==> src/rtl/arp_responder.sv <==
// ARP responder: checks incoming ARP requests for MY_IP and answers with MY_PA.
// Define ARP_PAD_EN to zero-pad replies to 60 bytes; otherwise replies are 42 bytes.
module arp_responder #(
  parameter logic [47:0] MY_PA = 48'h16FD2204B161,
  parameter logic [31:0] MY_IP = 32'hC0A80165
) (
  input  logic        clk,
  input  logic        rst,
  input  logic        rx_frame,
  input  logic        rx_byte_valid,
  input  logic [7:0]  rx_byte,
  input  logic        rx_end,
  input  logic        rx_crc_ok,
  output logic        tx_valid,
  output logic [7:0]  tx_data,
  output logic        tx_last,
  input  logic        tx_ready,
  output logic        busy,
  output logic [15:0] reply_count
);

`ifdef ARP_PAD_EN
  localparam logic [5:0] LastIdx = 6'd59;
`else
  localparam logic [5:0] LastIdx = 6'd41;
`endif

  typedef enum logic [1:0] {StIdle, StRx, StTx} state_e;

  state_e      state_q, state_d;
  logic        rx_frame_q;
  logic [5:0]  rx_idx_q, rx_idx_d;
  logic        good_q, good_d;
  logic        bcast_q, bcast_d;
  logic        ucast_q, ucast_d;
  logic [7:0]  sha_q [6];
  logic [7:0]  sha_d [6];
  logic [7:0]  spa_q [4];
  logic [7:0]  spa_d [4];
  logic [5:0]  tx_idx_q, tx_idx_d;
  logic [15:0] count_q, count_d;

  logic        rx_rise;
  logic        rx_take;
  logic        has_exp;
  logic [7:0]  exp_val;
  logic [5:0]  off_sha, off_spa, off_ip;
  logic [5:0]  tx_off;
  logic [7:0]  tx_byte;

  function automatic logic [7:0] pa_byte(input logic [2:0] k);
    case (k)
      3'd0:    pa_byte = MY_PA[47:40];
      3'd1:    pa_byte = MY_PA[39:32];
      3'd2:    pa_byte = MY_PA[31:24];
      3'd3:    pa_byte = MY_PA[23:16];
      3'd4:    pa_byte = MY_PA[15:8];
      default: pa_byte = MY_PA[7:0];
    endcase
  endfunction

  function automatic logic [7:0] ip_byte(input logic [1:0] k);
    case (k)
      2'd0:    ip_byte = MY_IP[31:24];
      2'd1:    ip_byte = MY_IP[23:16];
      2'd2:    ip_byte = MY_IP[15:8];
      default: ip_byte = MY_IP[7:0];
    endcase
  endfunction

  assign rx_rise = rx_frame & ~rx_frame_q;
  assign rx_take = rx_byte_valid & ((state_q == StRx) | ((state_q == StIdle) & rx_rise));

  always_comb begin
    state_d  = state_q;
    rx_idx_d = rx_idx_q;
    good_d   = good_q;
    bcast_d  = bcast_q;
    ucast_d  = ucast_q;
    sha_d    = sha_q;
    spa_d    = spa_q;
    tx_idx_d = tx_idx_q;
    count_d  = count_q;
    has_exp  = 1'b0;
    exp_val  = 8'h00;
    off_sha  = 6'd0;
    off_spa  = 6'd0;
    off_ip   = 6'd0;

    // Parser state is re-armed every idle cycle so a byte on the rising edge is usable.
    if (state_q == StIdle) begin
      rx_idx_d = 6'd0;
      good_d   = 1'b1;
      bcast_d  = 1'b1;
      ucast_d  = 1'b1;
      tx_idx_d = 6'd0;
    end

    if (rx_take) begin
      off_sha = rx_idx_d - 6'd22;
      off_spa = rx_idx_d - 6'd28;
      off_ip  = rx_idx_d - 6'd38;
      if (rx_idx_d < 6'd6) begin
        bcast_d = bcast_d & (rx_byte == 8'hFF);
        ucast_d = ucast_d & (rx_byte == pa_byte(rx_idx_d[2:0]));
      end
      case (rx_idx_d)
        6'd12: begin has_exp = 1'b1; exp_val = 8'h08; end
        6'd13: begin has_exp = 1'b1; exp_val = 8'h06; end
        6'd14: begin has_exp = 1'b1; exp_val = 8'h00; end
        6'd15: begin has_exp = 1'b1; exp_val = 8'h01; end
        6'd16: begin has_exp = 1'b1; exp_val = 8'h08; end
        6'd17: begin has_exp = 1'b1; exp_val = 8'h00; end
        6'd18: begin has_exp = 1'b1; exp_val = 8'h06; end
        6'd19: begin has_exp = 1'b1; exp_val = 8'h04; end
        6'd20: begin has_exp = 1'b1; exp_val = 8'h00; end
        6'd21: begin has_exp = 1'b1; exp_val = 8'h01; end
        6'd38, 6'd39, 6'd40, 6'd41: begin
          has_exp = 1'b1;
          exp_val = ip_byte(off_ip[1:0]);
        end
        default: has_exp = 1'b0;
      endcase
      if (has_exp && (rx_byte != exp_val)) good_d = 1'b0;
      if ((rx_idx_d >= 6'd22) && (rx_idx_d < 6'd28)) sha_d[off_sha[2:0]] = rx_byte;
      if ((rx_idx_d >= 6'd28) && (rx_idx_d < 6'd32)) spa_d[off_spa[1:0]] = rx_byte;
      if (rx_idx_d != 6'd63) rx_idx_d = rx_idx_d + 6'd1;
    end

    unique case (state_q)
      StIdle: if (rx_rise) state_d = StRx;
      StRx: begin
        if (rx_end) begin
          if (good_d && (bcast_d || ucast_d) && rx_crc_ok && (rx_idx_d >= 6'd42)) begin
            state_d = StTx;
          end else begin
            state_d = StIdle;
          end
        end else if (!rx_frame) begin
          state_d = StIdle;
        end
      end
      StTx: begin
        if (tx_ready) begin
          if (tx_idx_q == LastIdx) begin
            state_d  = StIdle;
            tx_idx_d = 6'd0;
            count_d  = count_q + 16'd1;
          end else begin
            tx_idx_d = tx_idx_q + 6'd1;
          end
        end
      end
      default: state_d = StIdle;
    endcase
  end

  // Reply byte selected purely from tx_idx and captured fields, so it holds through stalls.
  always_comb begin
    tx_byte = 8'h00;
    tx_off  = 6'd0;
    if (tx_idx_q < 6'd6) begin
      tx_byte = sha_q[tx_idx_q[2:0]];
    end else if (tx_idx_q < 6'd12) begin
      tx_off  = tx_idx_q - 6'd6;
      tx_byte = pa_byte(tx_off[2:0]);
    end else if (tx_idx_q < 6'd22) begin
      case (tx_idx_q)
        6'd12:   tx_byte = 8'h08;
        6'd13:   tx_byte = 8'h06;
        6'd15:   tx_byte = 8'h01;
        6'd16:   tx_byte = 8'h08;
        6'd18:   tx_byte = 8'h06;
        6'd19:   tx_byte = 8'h04;
        6'd21:   tx_byte = 8'h02;
        default: tx_byte = 8'h00;
      endcase
    end else if (tx_idx_q < 6'd28) begin
      tx_off  = tx_idx_q - 6'd22;
      tx_byte = pa_byte(tx_off[2:0]);
    end else if (tx_idx_q < 6'd32) begin
      tx_off  = tx_idx_q - 6'd28;
      tx_byte = ip_byte(tx_off[1:0]);
    end else if (tx_idx_q < 6'd38) begin
      tx_off  = tx_idx_q - 6'd32;
      tx_byte = sha_q[tx_off[2:0]];
    end else if (tx_idx_q < 6'd42) begin
      tx_off  = tx_idx_q - 6'd38;
      tx_byte = spa_q[tx_off[1:0]];
    end
  end

  always_ff @(posedge clk or posedge rst) begin
    if (rst) begin
      state_q    <= StIdle;
      rx_frame_q <= 1'b0;
      rx_idx_q   <= 6'd0;
      good_q     <= 1'b0;
      bcast_q    <= 1'b0;
      ucast_q    <= 1'b0;
      for (int i = 0; i < 6; i++) sha_q[i] <= 8'h00;
      for (int i = 0; i < 4; i++) spa_q[i] <= 8'h00;
      tx_idx_q   <= 6'd0;
      count_q    <= 16'd0;
    end else begin
      state_q    <= state_d;
      rx_frame_q <= rx_frame;
      rx_idx_q   <= rx_idx_d;
      good_q     <= good_d;
      bcast_q    <= bcast_d;
      ucast_q    <= ucast_d;
      sha_q      <= sha_d;
      spa_q      <= spa_d;
      tx_idx_q   <= tx_idx_d;
      count_q    <= count_d;
    end
  end

  assign tx_valid    = (state_q == StTx);
  assign tx_last     = tx_valid & (tx_idx_q == LastIdx);
  assign tx_data     = tx_valid ? tx_byte : 8'h00;
  assign busy        = tx_valid;
  assign reply_count = count_q;

endmodule

==> config.mk <==
export PLATFORM = sky130hd
export DESIGN_NAME = arp_responder
export DESIGN_NICKNAME = d
export VERILOG_FILES = /design/src/rtl/arp_responder.sv
export SDC_FILE = /design/constraint.sdc
export NUM_CORES = 1
export LEC_CHECK = 0
export ABC_CLOCK_PERIOD_IN_PS = 6700
export CAP_MARGIN = 20
export CELL_PAD_IN_SITES_DETAIL_PLACEMENT = 0
export CELL_PAD_IN_SITES_GLOBAL_PLACEMENT = 2
export CORE_MARGIN = 5
export CORE_UTILIZATION = 30
export CTS_CLUSTER_DIAMETER = 80
export DETAILED_ROUTE_END_ITERATION = 16
export PLACE_DENSITY_LB_ADDON = 0.1
export SLEW_MARGIN = 20
export SYNTH_ARGS = -nofsm -noshare
export SYNTH_HDL_FRONTEND = slang
export SYNTH_SLANG_ARGS = --single-unit
==> constraint.sdc <==
create_clock -name clk -period 6.7 [get_ports clk]
set_clock_uncertainty 0.2 [all_clocks]
set_input_delay 0.67 -clock clk [delete_from_list [all_inputs] [get_ports clk]]
set_output_delay 0.67 -clock clk [all_outputs]
set_load 0.05 [all_outputs]
==> results.toml <==
[status]
run_status = "complete, no violations"

[timing]
report.final.setup_viol = 0
max_freq_mhz = 214
timing.max_slew.rel_slack_pct = 38.7
grt_setup_unrepaired = "false"
final.hold.worst_slack_ps = 274
setup_tns_ps = 0
final-max-slew-violation-count = 0
hold_violation_total_from_the_final_report = 0
measured_slew_at_the_worst_slew_check_pin_ps = 920
layout_worst_path_cycle_share_pct = 69.7
finalWorstPathRequiredPeriod_ps = 4670

[global_route]
grt_max_degree = 71
antenna_violations_before_repair = 0
grt_overflow = 0
grt_usage_pct = 15.1
grt_pass1_vias = 5038
grt_pass1_wl_um = 30300

[power]
design_power_total_mw = 1.67
p_leak_nw = 3.42
irDropWorstVdd_uv = 124
power_per_cell_area_nw_per_um2 = 212

[die]
chipHeight_um = 160
ios = 42
die-area_um2 = 25500
num_rows = 54
start_util_pct = 30.6
chipWidth_um = 160
coreArea_um2 = 22000

[clock_tree]
post-cts-setup-buffers = 0
maximum_buffer_depth_of_the_clock_tree = 2
cts_inserted_buffers = 17
cts_tree = "done"
clkSlewWorstSetupHoldPaths_ps = 60
htree_num_levels = 4
post_cts_hold_buffer_count = 0
root_buffer = "sky130_fd_sc_hd__clkbuf_16"
skew_pair_late_insertion_delay_ps = 410
clock_sink_count = 114
post_cts_resize_count = 0

[setup_path]
cp_slowest_cell = "sky130_fd_sc_hd__dfrtp_1"
crit_fanout = 16
critPathTopFamily = "buffers and inverters"
setup.worst_path.start_class = "flip-flop"
critPathArrivalTime_ps = 3800
cpPeakStageDelay_ps = 820
worstSetupPathType = "reg2out"
timing.critical_path.required_ps = 5830
worstSetupEndpointType = "primary output"
ordered_cell_list_for_the_critical_path = "inv_1 -> ha_1 -> or2_2 -> a2111oi_0 -> o32ai_1 -> a21oi_1 -> nor2_1 -> clkdlybuf4s50_1"
timing.critical_path.buf_inv = 2

[synth]
synth_area_per_cell_um2 = 11.3
yosysWarningCount = 0
yosys_register_bits = 114
synth_edf_count = 0
synth_top_flop_cell = "sky130_fd_sc_hd__dfrtp_1"
synth_cell_type_count = 86
post_syn_area_um2 = 6720
syn_nets = 623
post_synth_inst_count = 594
yosysSeqAreaShare_pct = 42.5
async_reset_ff_share_pct = 100

[placement]
dp_cells = 880
port_buffers = 41
place_congestion = 0.790
hpwlAfterDp_um = 13400

[run]
drv.max_cap_violation_count = 0

[cells_and_area]
diodes = 0
fillerInstances = 2156
fin_nets = 648
final_cell_count_no_fill = 912
final_layout_size_suffix_gt1_share_pct = 25.5
relative_area_change_from_synthesis_to_final_layout_pct = 17.5

[routing]
drt_drc_violations_left = 0
post_drt_wl_per_cell_um = 20.9
drt_first_iter_violations = 185
postRouteAntennaNets = 0
totalWireLength_um = 19000
drt_pass1_iterations = 6
avgViaCountPerCell = 5.32
num_vias = 4854

[min_path]
timing.hold.worst.class = "reg2reg"
## sequential cells by signal, indices dropped and copies added, names as in the netlist
signal / cells
sha_q: 48
spa_q: 32
reply_count: 16
rx_idx_q: 6
tx_idx_q: 6
state_q: 2
bcast_q: 1
good_q: 1
rx_frame_q: 1
ucast_q: 1
## routing by layer
layer  global-route usage, %  vias up  wire [um]  share of wire [%]
met1                    20.3     2488       9060                 48
met3                    3.22       17        558                2.9
li1                        -     2265          -                  -
met5                       0        -          0                  0
met4                    4.26        0        246                1.3
met2                    24.7       84       9170                 48
## per-stage QoR
stage	area, um2	setup WS (ps)	utilization (%)
after detailed placement	7320	2510	33.3
final	7900	2030	36.0
after CTS	7900	2050	36.0
after floorplan	6720	2810	-
after global routing	7900	1790	36.0
after global placement	7320	2530	33.3
## layout make-up
type                    instances  area (um2)  area share, %
multi-input cells             426        3610           45.7
repair buffers                 45         440           5.58
clock buffers                  17         425           5.39
well taps                     280         350           4.44
flip-flops and latches        114        2850           36.1
inverters                      15        61.3          0.776
clock inverters                15         156           1.98
## final timing paths
kind / startpoint / to / slack [ps] / depth (start not counted)
setup / recovery: tx_idx_q[1] / tx_data[1] / 2030 / 8
hold / removal: reply_count[15] / reply_count[15] / 270 / 1
setup reg to reg: state_q[0] / state_q[1] / 3010 / 11
hold reg to reg: reply_count[15] / reply_count[15] / 270 / 1
max in group asynchronous: rst / sha_q[11] / 4470 / 3
min in group asynchronous: rst / tx_idx_q[3] / 480 / 2
## Yosys cell counts (all sizes together) (4+ instances only)
master / instances / area share (%)
a211oi: 4 / 0.45
a21o: 5 / 0.56
a21oi: 26 / 1.9
a31oi: 6 / 0.56
and2: 5 / 0.50
and3: 5 / 0.47
buf: 17 / 1.7
clkbuf: 22 / 1.2
dfrtp: 114 / 42
ha: 14 / 2.6
inv: 13 / 0.76
mux2: 83 / 15
mux2i: 11 / 1.6
mux4: 16 / 5.4
nand2: 42 / 2.4
nand3: 12 / 0.97
nand4: 12 / 1.1
nor2: 29 / 2.1
nor2b: 6 / 0.56
nor3: 16 / 1.5
nor3b: 4 / 0.61
nor4: 5 / 0.69
o21a: 4 / 0.58
o21ai: 31 / 2.3
o31ai: 5 / 0.63
or2: 5 / 0.50
xnor2: 17 / 2.2
xor2: 8 / 1.0
## kinds of logic (layout without fill, tap and decap cells)
kind of cell,Yosys count,count (layout),synth area share (%)
mux,110,110,22.2
xor+xnor,25,25,3.26
simple gates,155,155,13.1
compound gates,121,121,12.4
flops,114,114,42.5
buf+inv,54,92,3.82
fa+ha+maj,15,15,2.76
## cell usage in the layout (no fill, tap or decap), types with 4 or more instances in the layout
| master | instances |
|---|---|
| sky130_fd_sc_hd__a211oi_1 | 4 |
| sky130_fd_sc_hd__a21o_1 | 5 |
| sky130_fd_sc_hd__a21oi_1 | 26 |
| sky130_fd_sc_hd__a31oi_1 | 6 |
| sky130_fd_sc_hd__and3_1 | 5 |
| sky130_fd_sc_hd__buf_4 | 4 |
| sky130_fd_sc_hd__clkbuf_16 | 17 |
| sky130_fd_sc_hd__clkdlybuf4s50_1 | 41 |
| sky130_fd_sc_hd__clkinv_2 | 4 |
| sky130_fd_sc_hd__dfrtp_1 | 114 |
| sky130_fd_sc_hd__ha_1 | 14 |
| sky130_fd_sc_hd__inv_1 | 9 |
| sky130_fd_sc_hd__inv_6 | 4 |
| sky130_fd_sc_hd__mux2_2 | 56 |
| sky130_fd_sc_hd__mux2_4 | 24 |
| sky130_fd_sc_hd__mux2i_1 | 11 |
| sky130_fd_sc_hd__mux4_2 | 16 |
| sky130_fd_sc_hd__nand2_1 | 40 |
| sky130_fd_sc_hd__nand3_1 | 11 |
| sky130_fd_sc_hd__nand4_1 | 12 |
| sky130_fd_sc_hd__nor2_1 | 26 |
| sky130_fd_sc_hd__nor2b_1 | 6 |
| sky130_fd_sc_hd__nor3_1 | 12 |
| sky130_fd_sc_hd__nor3_2 | 4 |
| sky130_fd_sc_hd__nor4_1 | 4 |
| sky130_fd_sc_hd__o21ai_0 | 29 |
| sky130_fd_sc_hd__o31ai_1 | 4 |
| sky130_fd_sc_hd__xnor2_1 | 17 |
| sky130_fd_sc_hd__xor2_1 | 8 |
## where the power goes
group | switching, mW | internal (mW) | leakage (nW)
logic | 0.0508 | 0.0240 | 1.56
registers | 0.00597 | 0.692 | 1.58
clock network | 0.350 | 0.550 | 0.284
total | 0.406 | 1.27 | 3.42
Note: power is estimated with default switching activity, not from simulation.
